`config.mk`:
```
export PLATFORM = sky130hd
export DESIGN_NAME = poly_nco
export DESIGN_NICKNAME = d
export VERILOG_FILES = /design/src/rtl/poly_nco.sv
export SDC_FILE = /design/constraint.sdc
export NUM_CORES = 2
export LEC_CHECK = 0
export ABC_AREA = 1
export CORE_MARGIN = 2
export CORE_UTILIZATION = 60
export DETAILED_ROUTE_END_ITERATION = 6
export PLACE_DENSITY_LB_ADDON = 0.3
export SYNTH_ARGS = -nofsm -noshare
export SYNTH_HDL_FRONTEND = slang
export SYNTH_SLANG_ARGS = --single-unit
```
`constraint.sdc`:
```
create_clock -name Clk -period 53.7 [get_ports Clk]
set_input_delay 10.74 -clock Clk [delete_from_list [all_inputs] [get_ports Clk]]
set_output_delay 10.74 -clock Clk [all_outputs]
set_load 0.01 [all_outputs]
```
`src/rtl/poly_nco.sv`:
```
// Time-multiplexed polyphonic oscillator bank: one shared phase/wave/multiply/accumulate
// pipeline visits every voice once per sample tick and emits a saturated mixed sample.
module poly_nco #(
    parameter int VOICES  = 8,
    parameter int PHASE_W = 24,
    parameter int OUT_W   = 16,
    parameter int AMP_W   = 16
) (
    input  logic                       Clk,
    input  logic                       Reset,
    input  logic                       tick,
    input  logic                       wr_en,
    input  logic [$clog2(VOICES)-1:0]  wr_voice,
    input  logic [1:0]                 wr_field,
    input  logic [PHASE_W-1:0]         wr_data,
    output logic [OUT_W-1:0]           out,
    output logic                       out_valid,
    output logic                       busy,
    output logic                       overrun
);

    localparam int VW = $clog2(VOICES);
    localparam int AW = OUT_W + VW;
    localparam logic [OUT_W-1:0] POS_MAX = {1'b0, {(OUT_W-1){1'b1}}};
    localparam logic [OUT_W-1:0] NEG_MAX = {1'b1, {(OUT_W-2){1'b0}}, 1'b1};
    localparam logic [OUT_W-1:0] MIN_VAL = {1'b1, {(OUT_W-1){1'b0}}};

    // sweep control
    logic                busy_q, busy_d;
    logic                issuing_q, issuing_d;
    logic [VW-1:0]       issue_cnt_q, issue_cnt_d;
    logic [31:0]         lfsr_q, lfsr_d;
    logic                accept;

    // pipeline registers
    logic                s0_vld_q, s0_vld_d, s0_last_q, s0_last_d, s0_act_q, s0_act_d;
    logic [OUT_W-1:0]    s0_p_q, s0_p_d;
    logic [1:0]          s0_shape_q, s0_shape_d;
    logic [AMP_W-1:0]    s0_amp_q, s0_amp_d;
    logic                s1_vld_q, s1_vld_d, s1_last_q, s1_last_d;
    logic [OUT_W-1:0]    wave_q, wave_d;
    logic [AMP_W-1:0]    s1_amp_q, s1_amp_d;
    logic                s2_vld_q, s2_vld_d, s2_last_q, s2_last_d;
    logic [OUT_W-1:0]    prod_q, prod_d;
    logic [AW-1:0]       acc_q, acc_d;
    logic                fin_q, fin_d;
    logic [OUT_W-1:0]    out_q, out_d;
    logic                out_valid_q, out_valid_d;
    logic                ovr_pend_q, ovr_pend_d;
    logic                overrun_q, overrun_d;

    // per-voice register read-out for the S0 mux
    logic [OUT_W-1:0]    phase_top_all [VOICES];
    logic [AMP_W-1:0]    amp_all       [VOICES];
    logic [1:0]          shape_all     [VOICES];
    logic                gate_all      [VOICES];
    logic                gprev_all     [VOICES];

    genvar gi;
    generate
        for (gi = 0; gi < VOICES; gi++) begin : g_voice
            logic [PHASE_W-1:0] freq_q, freq_d, phase_q, phase_d;
            logic [AMP_W-1:0]   amp_q, amp_d;
            logic [1:0]         shape_q, shape_d;
            logic               gate_q, gate_d, gprev_q, gprev_d;
            logic               wr_hit, s0_hit;

            assign wr_hit = wr_en && (wr_voice == VW'(gi));
            assign s0_hit = issuing_q && (issue_cnt_q == VW'(gi));

            always_comb begin
                freq_d  = freq_q;
                amp_d   = amp_q;
                shape_d = shape_q;
                gate_d  = gate_q;
                phase_d = phase_q;
                gprev_d = gprev_q;
                if (wr_hit) begin
                    case (wr_field)
                        2'd0:    freq_d  = wr_data;
                        2'd1:    amp_d   = wr_data[AMP_W-1:0];
                        2'd2:    shape_d = wr_data[1:0];
                        default: gate_d  = wr_data[0];
                    endcase
                end
                // S0 reads the pre-edge register values, so a colliding write lands next sweep
                if (s0_hit) begin
                    gprev_d = gate_q;
                    if (!gate_q)
                        phase_d = '0;
                    else if (!gprev_q)
                        phase_d = freq_q;
                    else
                        phase_d = phase_q + freq_q;
                end
            end

            always_ff @(posedge Clk or posedge Reset) begin
                if (Reset) begin
                    freq_q  <= '0;
                    amp_q   <= '0;
                    shape_q <= '0;
                    gate_q  <= 1'b0;
                    phase_q <= '0;
                    gprev_q <= 1'b0;
                end else begin
                    freq_q  <= freq_d;
                    amp_q   <= amp_d;
                    shape_q <= shape_d;
                    gate_q  <= gate_d;
                    phase_q <= phase_d;
                    gprev_q <= gprev_d;
                end
            end

            assign phase_top_all[gi] = phase_q[PHASE_W-1 -: OUT_W];
            assign amp_all[gi]       = amp_q;
            assign shape_all[gi]     = shape_q;
            assign gate_all[gi]      = gate_q;
            assign gprev_all[gi]     = gprev_q;
        end
    endgenerate

    // S1 waveform shaping
    logic [OUT_W-1:0] tri_u;
    always_comb begin
        tri_u = {s0_p_q[OUT_W-1] ? ~s0_p_q[OUT_W-2:0] : s0_p_q[OUT_W-2:0], 1'b0};
        case (s0_shape_q)
            2'd0:    wave_d = {~s0_p_q[OUT_W-1], s0_p_q[OUT_W-2:0]};
            2'd1:    wave_d = s0_p_q[OUT_W-1] ? NEG_MAX : POS_MAX;
            2'd2:    wave_d = {~tri_u[OUT_W-1], tri_u[OUT_W-2:0]};
            default: wave_d = lfsr_q[31 -: OUT_W];
        endcase
        if (!s0_act_q)
            wave_d = '0;
    end

    // S2 full-precision signed x unsigned product, floor-shifted by AMP_W
    logic signed [OUT_W+AMP_W:0] mult_full;
    logic                        unused_mult;
    assign mult_full   = $signed(wave_q) * $signed({1'b0, s1_amp_q});
    assign unused_mult = ^{mult_full[AMP_W-1:0], mult_full[OUT_W+AMP_W]};

    logic [VW:0]      acc_top;
    logic [OUT_W-1:0] acc_sat;
    assign acc_top = acc_q[AW-1:OUT_W-1];
    assign acc_sat = ((acc_top == '0) || (acc_top == '1)) ? acc_q[OUT_W-1:0]
                   : (acc_q[AW-1] ? MIN_VAL : POS_MAX);

    always_comb begin
        busy_d      = busy_q;
        issuing_d   = issuing_q;
        issue_cnt_d = issue_cnt_q;
        lfsr_d      = lfsr_q;
        acc_d       = acc_q;
        out_d       = out_q;
        out_valid_d = 1'b0;
        ovr_pend_d  = 1'b0;
        overrun_d   = ovr_pend_q;
        // the completing edge also frees the datapath for a back-to-back tick
        accept      = tick && (!busy_q || fin_q);

        if (fin_q) begin
            out_d       = acc_sat;
            out_valid_d = 1'b1;
            busy_d      = 1'b0;
        end
        if (s2_vld_q)
            acc_d = acc_q + {{VW{prod_q[OUT_W-1]}}, prod_q};
        if (issuing_q) begin
            issue_cnt_d = issue_cnt_q + VW'(1);
            if (issue_cnt_q == VW'(VOICES-1))
                issuing_d = 1'b0;
        end
        if (accept) begin
            busy_d      = 1'b1;
            issuing_d   = 1'b1;
            issue_cnt_d = '0;
            acc_d       = '0;
            lfsr_d      = {lfsr_q[30:0], lfsr_q[31] ^ lfsr_q[21] ^ lfsr_q[1] ^ lfsr_q[0]};
        end else if (tick) begin
            ovr_pend_d  = 1'b1;
        end

        s0_vld_d   = issuing_q;
        s0_last_d  = issuing_q && (issue_cnt_q == VW'(VOICES-1));
        s0_act_d   = gate_all[issue_cnt_q];
        s0_p_d     = (gate_all[issue_cnt_q] && gprev_all[issue_cnt_q]) ? phase_top_all[issue_cnt_q] : '0;
        s0_shape_d = shape_all[issue_cnt_q];
        s0_amp_d   = amp_all[issue_cnt_q];

        s1_vld_d   = s0_vld_q;
        s1_last_d  = s0_last_q;
        s1_amp_d   = s0_amp_q;
        s2_vld_d   = s1_vld_q;
        s2_last_d  = s1_last_q;
        prod_d     = mult_full[AMP_W +: OUT_W];
        fin_d      = s2_vld_q && s2_last_q;
    end

    always_ff @(posedge Clk or posedge Reset) begin
        if (Reset) begin
            busy_q      <= 1'b0;
            issuing_q   <= 1'b0;
            issue_cnt_q <= '0;
            lfsr_q      <= 32'd1;
            s0_vld_q    <= 1'b0;
            s0_last_q   <= 1'b0;
            s0_act_q    <= 1'b0;
            s0_p_q      <= '0;
            s0_shape_q  <= '0;
            s0_amp_q    <= '0;
            s1_vld_q    <= 1'b0;
            s1_last_q   <= 1'b0;
            wave_q      <= '0;
            s1_amp_q    <= '0;
            s2_vld_q    <= 1'b0;
            s2_last_q   <= 1'b0;
            prod_q      <= '0;
            acc_q       <= '0;
            fin_q       <= 1'b0;
            out_q       <= '0;
            out_valid_q <= 1'b0;
            ovr_pend_q  <= 1'b0;
            overrun_q   <= 1'b0;
        end else begin
            busy_q      <= busy_d;
            issuing_q   <= issuing_d;
            issue_cnt_q <= issue_cnt_d;
            lfsr_q      <= lfsr_d;
            s0_vld_q    <= s0_vld_d;
            s0_last_q   <= s0_last_d;
            s0_act_q    <= s0_act_d;
            s0_p_q      <= s0_p_d;
            s0_shape_q  <= s0_shape_d;
            s0_amp_q    <= s0_amp_d;
            s1_vld_q    <= s1_vld_d;
            s1_last_q   <= s1_last_d;
            wave_q      <= wave_d;
            s1_amp_q    <= s1_amp_d;
            s2_vld_q    <= s2_vld_d;
            s2_last_q   <= s2_last_d;
            prod_q      <= prod_d;
            acc_q       <= acc_d;
            fin_q       <= fin_d;
            out_q       <= out_d;
            out_valid_q <= out_valid_d;
            ovr_pend_q  <= ovr_pend_d;
            overrun_q   <= overrun_d;
        end
    end

    assign out       = out_q;
    assign out_valid = out_valid_q;
    assign busy      = busy_q;
    assign overrun   = overrun_q;

endmodule
```
==> impl_metrics.ini <==
[placed_design]
hpwl_um = 109000
port_buffers = 51
place_congestion = 0.995

[cells_and_area]
multi_input_area_um2 = 28800
n_fill_cell = 7419
areaGrowthSynthToFinish_pct = 7.68
nets = 7455
layout-drive-gt1-share_pct = 2.97
regArea_um2 = 17700
fin_util_pct = 65.4

[routing]
wl_um = 152000
drc = 0
dr.pass1.iters = 6
drt_iter0_drc = 4238
wl_per_cell_um = 18.8
final_antenna_net_count = 0
vias_per_cell = 5.73
vias = 46400

[cts]
clk_latency_ns = 0.66
cts.sinks = 709
clockBufferDepth = 3
numCtsBuffers = 79
clkTransAtPathRegs_ns = 0.06
ctsResizeCount = 0
cts_setup_buffers = 0
cts-root-buf = clkbuf_16
htree_levels = 3
ctsHoldBuffers = 0
tritoncts = done

[sta]
hold_violations = 0
slew_viol_final = 0
rsz0062_at_grt = no
max_freq_ghz = 0.0768
setup_viol = 0
min_period_over_period_pct = 24.2
fin_setup_tns_ns = 0
slew_headroom_pct = 13.6
holdWs_ns = 0.343
fin_crit_ns = 13.01
worst_slew_pin_slew_ns = 1.29
finClkSkew_ns = 0.0258

[synth]
ys.flop_type = dfrtp_1
avgSynthCellArea_um2 = 7.28
syn_inst = 7002
yosysWarnings = 0
synth.area.top_cells = dfrtp_1 (35%), nand2_1 (15%), fa_1 (7.9%)
synth_top_cell_area_share_pct = 34.8
ys_types = 54
synth_edf_count = 0
syn_nets = 7559
ys_ff_latch = 709
synth_area_um2 = 50900
synthArstFlopShare_pct = 100
ys_seq_area_share_pct = 34.8
yosys.area.top_type = dfrtp_1

[global_routing]
grt_overflow = 0
grt_max_degree = 183
grtUsageTotal_pct = 35.3
grt_pass1_wl_um = 242000
antenna_found_initial = 14
grt_pass1_vias = 44400

[floorplanning]
initial_core_util_pct = 60.8
ioPinCount = 52
die-area_um2 = 87200
die_h_um = 295
die_width_um = 295
core-area_um2 = 83800
num_rows = 106

[pwr]
vdd_drop_max_mv = 0.0689
power_density_nw_per_um2 = 57.7
static-leakage-power_nw = 28.4

[critical_path]
reg2reg_to = prod_q[12]
r2r_start = wave_q[15]
required_ns = 54.37
worstPathMaxFanout = 108
reg2reg_slack_ns = 47.82
crit_type = in2async
r2r_cells = 22
worstSetupEndpointType = async pin
start_kind = input port
arrival_ns = 13.68

[min_path]
min_to = s1_amp_q[6]
holdPathStages = 0
worstHoldPathType = reg2reg
min_from = s0_amp_q[6]

[outcome]
outcome = finished, final reports clean

[job]
drv_cap = 0
## sequential cells by signal, summed over array words and instances (netlist names), 19 cells and up
signal	count
g_voice.phase_q	192
acc_q	19
g_voice.amp_q	128
lfsr_q	32
g_voice.freq_q	192
## cells in the mapped netlist (all sizes together), types with 2 or more instances
cell type	instances
nand2	1998
inv	862
o21ai	823
nor2	744
dfrtp	708
a21oi	379
ha	322
nand3	254
clkbuf	225
fa	202
xor2	83
nand4	64
buf	56
nor3	46
o22ai	37
a31oi	32
o21bai	19
o31ai	14
nand3b	12
o211ai	12
or2	12
a21o	11
xnor2	11
a22oi	10
o21a	10
a32o	8
a221oi	7
and2	7
mux2i	6
a21boi	5
clkinv	4
nor3b	4
a22o	3
nor4	3
a211oi	2
a32oi	2
## metrics by stage
stage	total power, mW	cells	worst slack [ns]	area [um2]
floorplan	2.07	7002	23.08	50900
global placement	2.52	7951	39.89	52100
detailed placement	2.56	7951	39.85	52100
CTS	3.15	8095	40.53	54800
global route	3.45	8098	40.17	54800
finish	3.17	8104	40.69	54900
## logic make-up (layout without fill, tap and decap cells)
kind of cell | after synthesis | count (layout) | share of synthesized area [%]
other | 0 | 9 | 0
multiplexers | 7 | 7 | 0.140
flip-flops | 709 | 709 | 34.8
adder cells (fa/ha/maj) | 524 | 524 | 15.8
XOR/XNOR | 94 | 94 | 1.62
AND/OR/NAND/NOR | 3146 | 3146 | 24.7
buffers and inverters | 1147 | 1106 | 8.62
AO/OA/AOI/OAI | 1375 | 1375 | 14.3
## how the worst max path moves through the flow
stage	from	endpoint	slack [ns]	cells after the start
floorplan	Reset	acc_q[0]	23.08	1
global placement	Reset	g_voice[0].amp_q[13]	39.89	4
detailed placement	Reset	busy	39.85	4
CTS	Reset	g_voice[0].amp_q[13]	40.53	4
global route	Reset	g_voice[0].amp_q[13]	40.17	4
finish	Reset	g_voice[2].freq_q[14]	40.69	4
## critical path, stage by stage
cell and delay (ns):
clkdlybuf4s50_1 0.49, inv_8 0.51, buf_4 0.92, buf_4 0.80
## cell usage in the layout, fill, tap and decap left out, types with 39 or more instances in the layout
master,n
ha_1,322
nor2_1,738
xor2_1,83
clkdlybuf4s50_1,51
dfrtp_1,706
buf_4,43
nand2_1,1997
fa_1,202
clkbuf_16,82
nand4_1,64
o21ai_0,804
a21oi_1,379
nor3_1,39
inv_1,851
nand3_1,254
## layout make-up
| class | instances | area share, % |
|---|---|---|
| multi-input combinational | 5146 | 52.5 |
| timing repair buffer | 96 | 1.59 |
| antenna | 9 | 0.0411 |
| sequential | 709 | 32.4 |
| tap | 1134 | 2.59 |
| clock inverter | 26 | 0.728 |
| inverter | 866 | 5.95 |
| clock buffer | 118 | 4.22 |
## report_power, final
part | switching, mW | internal [mW] | leakage (nW) | total [mW]
clock | 0.234 | 0.343 | 1.33 | 0.577
combinational | 1.11 | 0.603 | 17.8 | 1.71
sequential | 0.183 | 0.694 | 9.27 | 0.877
total | 1.53 | 1.64 | 28.4 | 3.17
## layer usage
metal | routed length, um | vias up | GRT usage, %
met1 | 63400 | 22100 | 47.5
met3 | 12000 | 371 | 6.08
li1 | - | 22200 | -
met4 | 7140 | 6 | 16.0
met2 | 69600 | 1758 | 56.3
met5 | 55 | - | 0
Note: power is estimated with default switching activity, not from simulation.
